$ cat src/rtl/gerador_jogadas.sv
// gerador_jogadas: pseudo-random move generator feeding the 3-deep move memory.
// A free-running 16-bit Fibonacci LFSR supplies candidate squares; an FSM
// either builds a set of three distinct squares or one square that is absent
// from the memory contents, falling back to a linear scan after MAX_TRIES
// rejections so the operation always finishes in bounded time.
// Optional build macro: SEED_LOAD_EN (adds seedLoad/seedValue runtime reseed).
`timescale 1ns/1ps
module gerador_jogadas #(
    parameter int          LFSR_WIDTH = 16,
    parameter logic [15:0] SEED       = 16'hACE1,
    parameter int          MAX_TRIES  = 8
) (
    input  logic                  clock,
    input  logic                  reset,
`ifdef SEED_LOAD_EN
    input  logic                  seedLoad,
    input  logic [LFSR_WIDTH-1:0] seedValue,
`endif
    input  logic                  pedeInit,
    input  logic                  pedeJogada,
    input  logic [2:0]            memColuna1,
    input  logic [2:0]            memLinha1,
    input  logic [2:0]            memColuna2,
    input  logic [2:0]            memLinha2,
    input  logic [2:0]            memColuna3,
    input  logic [2:0]            memLinha3,
    output logic [2:0]            colunaGerada1,
    output logic [2:0]            linhaGerada1,
    output logic [2:0]            colunaGerada2,
    output logic [2:0]            linhaGerada2,
    output logic [2:0]            colunaGerada3,
    output logic [2:0]            linhaGerada3,
    output logic [2:0]            colunaGerada,
    output logic [2:0]            linhaGerada,
    output logic                  novaJogadaInit,
    output logic                  novaJogada,
    output logic                  ocupado
);

    // A zero seed would lock the LFSR, so it is promoted to 1.
    localparam logic [LFSR_WIDTH-1:0] SEED_EFF =
        (SEED == 16'h0000) ? LFSR_WIDTH'(1) : LFSR_WIDTH'(SEED);
    localparam logic [7:0] MAX_T = 8'(MAX_TRIES);

    typedef enum logic [2:0] {
        IDLE      = 3'd0,
        INIT1     = 3'd1,
        INIT2     = 3'd2,
        INIT3     = 3'd3,
        EMIT_INIT = 3'd4,
        ONE       = 3'd5,
        SCAN      = 3'd6,
        EMIT_ONE  = 3'd7
    } estado_t;

    estado_t               estado_q, estado_d;
    estado_t               ret_q, ret_d;      // state that handed control to SCAN
    logic [LFSR_WIDTH-1:0] lfsr_q, lfsr_d;
    logic [7:0]            try_q, try_d;
    logic [5:0]            scan_q, scan_d;    // last square examined by SCAN
    // Squares are kept packed as {line, column}.
    logic [5:0]            slot1_q, slot1_d;
    logic [5:0]            slot2_q, slot2_d;
    logic [5:0]            slot3_q, slot3_d;
    logic [5:0]            single_q, single_d;

    estado_t               ctx;
    logic [5:0]            cand;
    logic                  rejeita;
    logic [7:0]            try_inc;
    logic [5:0]            mem1, mem2, mem3;

    // True when the candidate collides with the exclusion set of the context.
    function automatic logic excluido(input estado_t    c,
                                      input logic [5:0] sq,
                                      input logic [5:0] s1,
                                      input logic [5:0] s2,
                                      input logic [5:0] m1,
                                      input logic [5:0] m2,
                                      input logic [5:0] m3);
        logic hit;
        hit = 1'b0;
        case (c)
            INIT2:   hit = (sq == s1);
            INIT3:   hit = (sq == s1) || (sq == s2);
            ONE:     hit = (sq == m1) || (sq == m2) || (sq == m3);
            default: hit = 1'b0;
        endcase
        return hit;
    endfunction

    assign mem1 = {memLinha1, memColuna1};
    assign mem2 = {memLinha2, memColuna2};
    assign mem3 = {memLinha3, memColuna3};

    // Candidate source and rejection test for the current cycle.
    always_comb begin
        ctx     = (estado_q == SCAN) ? ret_q : estado_q;
        cand    = (estado_q == SCAN) ? (scan_q + 6'd1) : lfsr_q[5:0];
        rejeita = excluido(ctx, cand, slot1_q, slot2_q, mem1, mem2, mem3);
        try_inc = try_q + 8'd1;
    end

    // LFSR advances every cycle; an optional load overrides the shift.
    always_comb begin
        lfsr_d = {lfsr_q[LFSR_WIDTH-2:0],
                  lfsr_q[15] ^ lfsr_q[13] ^ lfsr_q[12] ^ lfsr_q[10]};
`ifdef SEED_LOAD_EN
        if (seedLoad) begin
            lfsr_d = (seedValue == '0) ? LFSR_WIDTH'(1) : seedValue;
        end
`endif
    end

    // Next-state, slot capture and try-counter logic.
    always_comb begin
        estado_d = estado_q;
        ret_d    = ret_q;
        try_d    = try_q;
        scan_d   = scan_q;
        slot1_d  = slot1_q;
        slot2_d  = slot2_q;
        slot3_d  = slot3_q;
        single_d = single_q;
        case (estado_q)
            IDLE: begin
                if (pedeInit) begin
                    estado_d = INIT1;
                    try_d    = '0;
                end else if (pedeJogada) begin
                    estado_d = ONE;
                    try_d    = '0;
                end
            end
            INIT1: begin
                slot1_d  = cand;
                try_d    = '0;
                estado_d = INIT2;
            end
            INIT2, INIT3, ONE, SCAN: begin
                if (!rejeita) begin
                    try_d = '0;
                    case (ctx)
                        INIT2: begin
                            slot2_d  = cand;
                            estado_d = INIT3;
                        end
                        INIT3: begin
                            slot3_d  = cand;
                            estado_d = EMIT_INIT;
                        end
                        default: begin
                            single_d = cand;
                            estado_d = EMIT_ONE;
                        end
                    endcase
                end else if (estado_q == SCAN) begin
                    // At most three exclusions, so this walk is short.
                    scan_d = cand;
                end else begin
                    try_d = try_inc;
                    if (try_inc >= MAX_T) begin
                        estado_d = SCAN;
                        ret_d    = estado_q;
                        scan_d   = cand;
                    end
                end
            end
            EMIT_INIT: estado_d = IDLE;
            EMIT_ONE:  estado_d = IDLE;
            default:   estado_d = IDLE;
        endcase
    end

    // State and datapath registers; reset aborts any operation silently.
    always_ff @(posedge clock or posedge reset) begin
        if (reset) begin
            estado_q <= IDLE;
            ret_q    <= IDLE;
            lfsr_q   <= SEED_EFF;
            try_q    <= '0;
            scan_q   <= '0;
            slot1_q  <= '0;
            slot2_q  <= '0;
            slot3_q  <= '0;
            single_q <= '0;
        end else begin
            estado_q <= estado_d;
            ret_q    <= ret_d;
            lfsr_q   <= lfsr_d;
            try_q    <= try_d;
            scan_q   <= scan_d;
            slot1_q  <= slot1_d;
            slot2_q  <= slot2_d;
            slot3_q  <= slot3_d;
            single_q <= single_d;
        end
    end

    assign colunaGerada1  = slot1_q[2:0];
    assign linhaGerada1   = slot1_q[5:3];
    assign colunaGerada2  = slot2_q[2:0];
    assign linhaGerada2   = slot2_q[5:3];
    assign colunaGerada3  = slot3_q[2:0];
    assign linhaGerada3   = slot3_q[5:3];
    assign colunaGerada   = single_q[2:0];
    assign linhaGerada    = single_q[5:3];
    // Strobes decode straight from registered state, so they cannot overlap.
    assign novaJogadaInit = (estado_q == EMIT_INIT);
    assign novaJogada     = (estado_q == EMIT_ONE);
    assign ocupado        = (estado_q != IDLE);

endmodule
$ cat config.mk
export PLATFORM = sky130hd
export DESIGN_NAME = gerador_jogadas
export DESIGN_NICKNAME = d
export VERILOG_FILES = /design/src/rtl/gerador_jogadas.sv
export SDC_FILE = /design/constraint.sdc
export NUM_CORES = 1
export LEC_CHECK = 0
export BUFFER_PORTS_ARGS = -buffer_cell sky130_fd_sc_hd__buf_2
export CORE_MARGIN = 1
export CORE_UTILIZATION = 25
export DETAILED_ROUTE_END_ITERATION = 8
export GPL_TIMING_DRIVEN = 0
export HOLD_SLACK_MARGIN = 0.12
export PLACE_DENSITY_LB_ADDON = 0.1
export RECOVER_POWER = 50
export SLEW_MARGIN = 25
export SYNTH_ARGS = -nofsm -noshare
export SYNTH_HDL_FRONTEND = slang
export SYNTH_SLANG_ARGS = --single-unit
$ cat constraint.sdc
create_clock -name clock -period 3.6 [get_ports clock]
set_clock_uncertainty 0.1 [all_clocks]
set_input_delay 0.18 -clock clock [delete_from_list [all_inputs] [get_ports clock]]
set_output_delay 0.18 -clock clock [all_outputs]
set_load 0.02 [all_outputs]
==> results.ini <==
[layout]
multi_input_area_um2 = 1980
finalNonFillerCells = 615
layout.area.seq_um2 = 1510
drive_gt1_frac = 0.299
syn2layout_area_growth_pct = 27.1
n_fill_cell = 1477
final_cell_area_um2 = 4500
diodes = 0
final_nets = 455
fin_util = 0.325

[pwr]
p_per_area_nw_per_um2 = 743
pwr-share-comb = 0.463
irDropWorstVdd_uv = 314
p_leak_nw = 2.01
pwr-share-clk = 0.283
switchingPower_mw = 1.37
switching_share = 0.410
p_int_mw = 1.97
total_power_mw = 3.34
seqPwrFrac = 0.253

[setup_path]
critPathMaxStageDelay_ns = 0.45
worstPathRequired_ns = 3.78
cp_cell_sequence = ha_1 > and3_1 > xnor2_4 > a221o_1 > a211o_1 > a2111oi_2 > a41oi_1 > and2_1 > buf_6 > nor2_1 > mux2_2
rr_worst_depth = 11
crit_buf_inv = 1
crit_arrival_ns = 3.70
r2r-start = scan_q[0]$_DFFE_PP0P_
path_max_fanout = 8
worstSetupPathDepth = 11
end_kind = flop
slowest_stage = nor2_1
critical_path.top_delay_family = compound AO/OA/AOI/OAI gates
worstSetupPathType = reg -> reg
cp-startpoint = scan_q[0]$_DFFE_PP0P_
worst_setup_path_start_kind = flop

[synth]
synth_nets = 391
synth_cell_type_count = 63
ys_ff_latch = 60
synth_edf_count = 0
yosys.area_share.adder = 0.0106
synthMuxAreaShare = 0.0918
yosys.area_share.simple = 0.150
async_flop_share = 1.00
synthFlopType = dfrtp_1
synth_area_per_cell_um2 = 9.68
yosysTopAreaCell = dfrtp_1
synth_area_leaders = dfrtp_1, mux2_2, dfstp_2, o21ai_0, nor2_1
synth_top_family_by_area = compound AO/OA/AOI/OAI gates
synth_xor_area_frac = 0.0664
synth_cells = 366
synth_compound_area_frac = 0.211
yosysSeqAreaShare = 0.426
synth_top_area_frac = 0.367
syn_area_um2 = 3540
yosys_warnings = 0

[timing]
grt_setup_unrepaired = yes
finalHoldViolations = 0
fin_crit_sh = 0.980
fin_crit_ns = 3.53
fin_ws_ns = 0.0736
setup_viol = 0
fmax_mhz = 284
setup_tns_ns = 0
worst_pin_slew_ns = 1.89
hold_ws_ns = 0.250
final_max_slew_viol_count = 44
relSlewSlack = -0.263

[placed_design]
place_inst = 595
post-dp-hpwl_um = 8160
place_area_um2 = 4040
place_congestion = 0.850
io_buffer_count = 48
dp_slack_ns = -0.289

[detailed_routing]
drc = 0
via_count = 3152
wl_per_cell_um = 18.1
drt_pass1_iterations = 5
drt-total-wl_um = 11200
antenna_left = 0
drt_iter0_drc = 217
vias_per_cell = 5.13

[clock_tree]
cts.path.max_buffers = 2
root_buffer = clkbuf_16
h-tree-depth = 3
clkLatencyLatePin_ns = 0.33
cts_sinks = 60
path_clk_slew_ns = 0.06
cts_buffers = 9
cts_tree = done

[grt]
grt_pass1_vias = 3012
grt_antenna_before_repair = 0
grt-ovfl-total = 0
grt_max_degree = 44
grt_pass1_wl_um = 17600
grtUsageTotal = 0.163

[die]
start_util = 0.255
num_rows = 43
die_w_um = 121
ios = 49
die-area_um2 = 14700
coreArea_um2 = 13900
die_h_um = 121

[job]
cap_violations = 1

[status]
status = finished, violations left
violations = capacitance limit, slew limit

[min_path]
worstHoldStart = lfsr_q[9]$_DFF_PP0_
holdPathStages = 0
hp-class = reg -> reg

==> cells in the mapped netlist, types with 6 or more instances <==
| cell type | n |
|---|---|
| or3_1 | 6 |
| a21oi_1 | 20 |
| nand3_1 | 9 |
| a22o_1 | 6 |
| o21ai_0 | 26 |
| clkbuf_1 | 10 |
| xor2_1 | 12 |
| inv_1 | 17 |
| nor3_1 | 6 |
| nand2_1 | 20 |
| mux2_2 | 26 |
| a31oi_1 | 6 |
| dfrtp_1 | 52 |
| buf_2 | 6 |
| xnor2_1 | 13 |
| nor2_1 | 33 |
| dfstp_2 | 8 |
==> power groups by stage <==
| stage | clock [mW] | combinational [mW] | sequential, mW |
|---|---|---|---|
| final | 0.948 | 1.55 | 0.847 |
| after global routing | 1.01 | 1.69 | 0.859 |
| after CTS | 0.971 | 1.46 | 0.841 |
| after detailed placement | 0 | 1.42 | 0.848 |
| after global placement | 0 | 1.43 | 0.845 |
| after floorplan | 0 | 0.963 | 0.873 |
==> layout by cell type (no fill, tap or decap), types with 4 or more instances in the layout <==
cell type,Yosys,final
or3_1,6,6
buf_2,6,54
a22o_1,6,6
a21oi_1,20,18
nand2b_1,4,4
mux2_2,26,26
xor2_1,12,11
xnor2_1,13,12
dfrtp_1,52,52
a31oi_1,6,6
clkbuf_16,0,9
o21ai_0,26,26
nand3_1,9,9
dfstp_2,8,8
and3_1,5,5
clkbuf_1,10,8
inv_1,17,16
nor3_1,6,5
nor2_1,33,32
nand2_1,20,19
o22ai_1,5,5
==> cell families after synthesis <==
logic type	after synthesis
muxes	28
AOI/OAI and AO/OA	109
xor gates and xnor gates	26
buffers and inverters	35
and+or+nand+nor	105
DFF	60
adders and majority gates	3
==> worst paths after layout <==
kind / to / slack, ns
worst max-delay path: try_q[0]$_DFFE_PP0P_ / 0.07
worst min-delay path: lfsr_q[10]$_DFF_PP1_ / 0.25
worst max register to register: try_q[0]$_DFFE_PP0P_ / 0.07
worst min register to register: lfsr_q[10]$_DFF_PP1_ / 0.25
max in group asynchronous: slot3_q[5]$_DFFE_PP0P_ / 0.67
min in group asynchronous: try_q[4]$_DFFE_PP0P_ / 0.41
==> worst register-to-register path: stages, from the launching register on <==
cell       delay [ns]
dfrtp_1          0.38
ha_1             0.29
and3_1           0.37
xnor2_4          0.16
a221o_1          0.32
a211o_1          0.25
a2111oi_2        0.41
a41oi_1          0.15
and2_1           0.21
buf_6            0.14
nor2_1           0.45
mux2_2           0.26
==> state kept, by name (all words and copies together), names as in the netlist <==
| signal | count |
|---|---|
| slot1_q | 6 |
| single_q | 6 |
| ret_q | 3 |
| scan_q | 6 |
| try_q | 8 |
| slot2_q | 6 |
| slot3_q | 6 |
| estado_q | 3 |
| lfsr_q | 16 |
==> final cells by class <==
class	instances	share of cell area
flip-flops and latches	60	0.336
clock inverters	6	0.0192
well taps	180	0.0500
inverters	17	0.0144
multi-input cells	271	0.440
clock buffers	10	0.0531
plain buffers	18	0.0206
repair buffers	53	0.0672
==> repair_timing <==
| item | CTS | global route |
|---|---|---|
| pin swaps | 0 | 1 |
| hold endpoints to repair | 53 | 0 |
| hold buffers | 3 | 0 |
| gates resized for setup | 8 | 10 |
| buffers inserted | 0 | 1 |
| setup endpoints to repair | 32 | 35 |
==> metal layers <==
metal	wire [um]	GRT usage	vias up
li1	-	-	1486
met1	5620	0.236	1566
met2	4940	0.237	92
met3	495	0.0362	8
met4	97	0.0540	0
met5	0	0	-
Note: power is estimated with default switching activity, not from simulation.
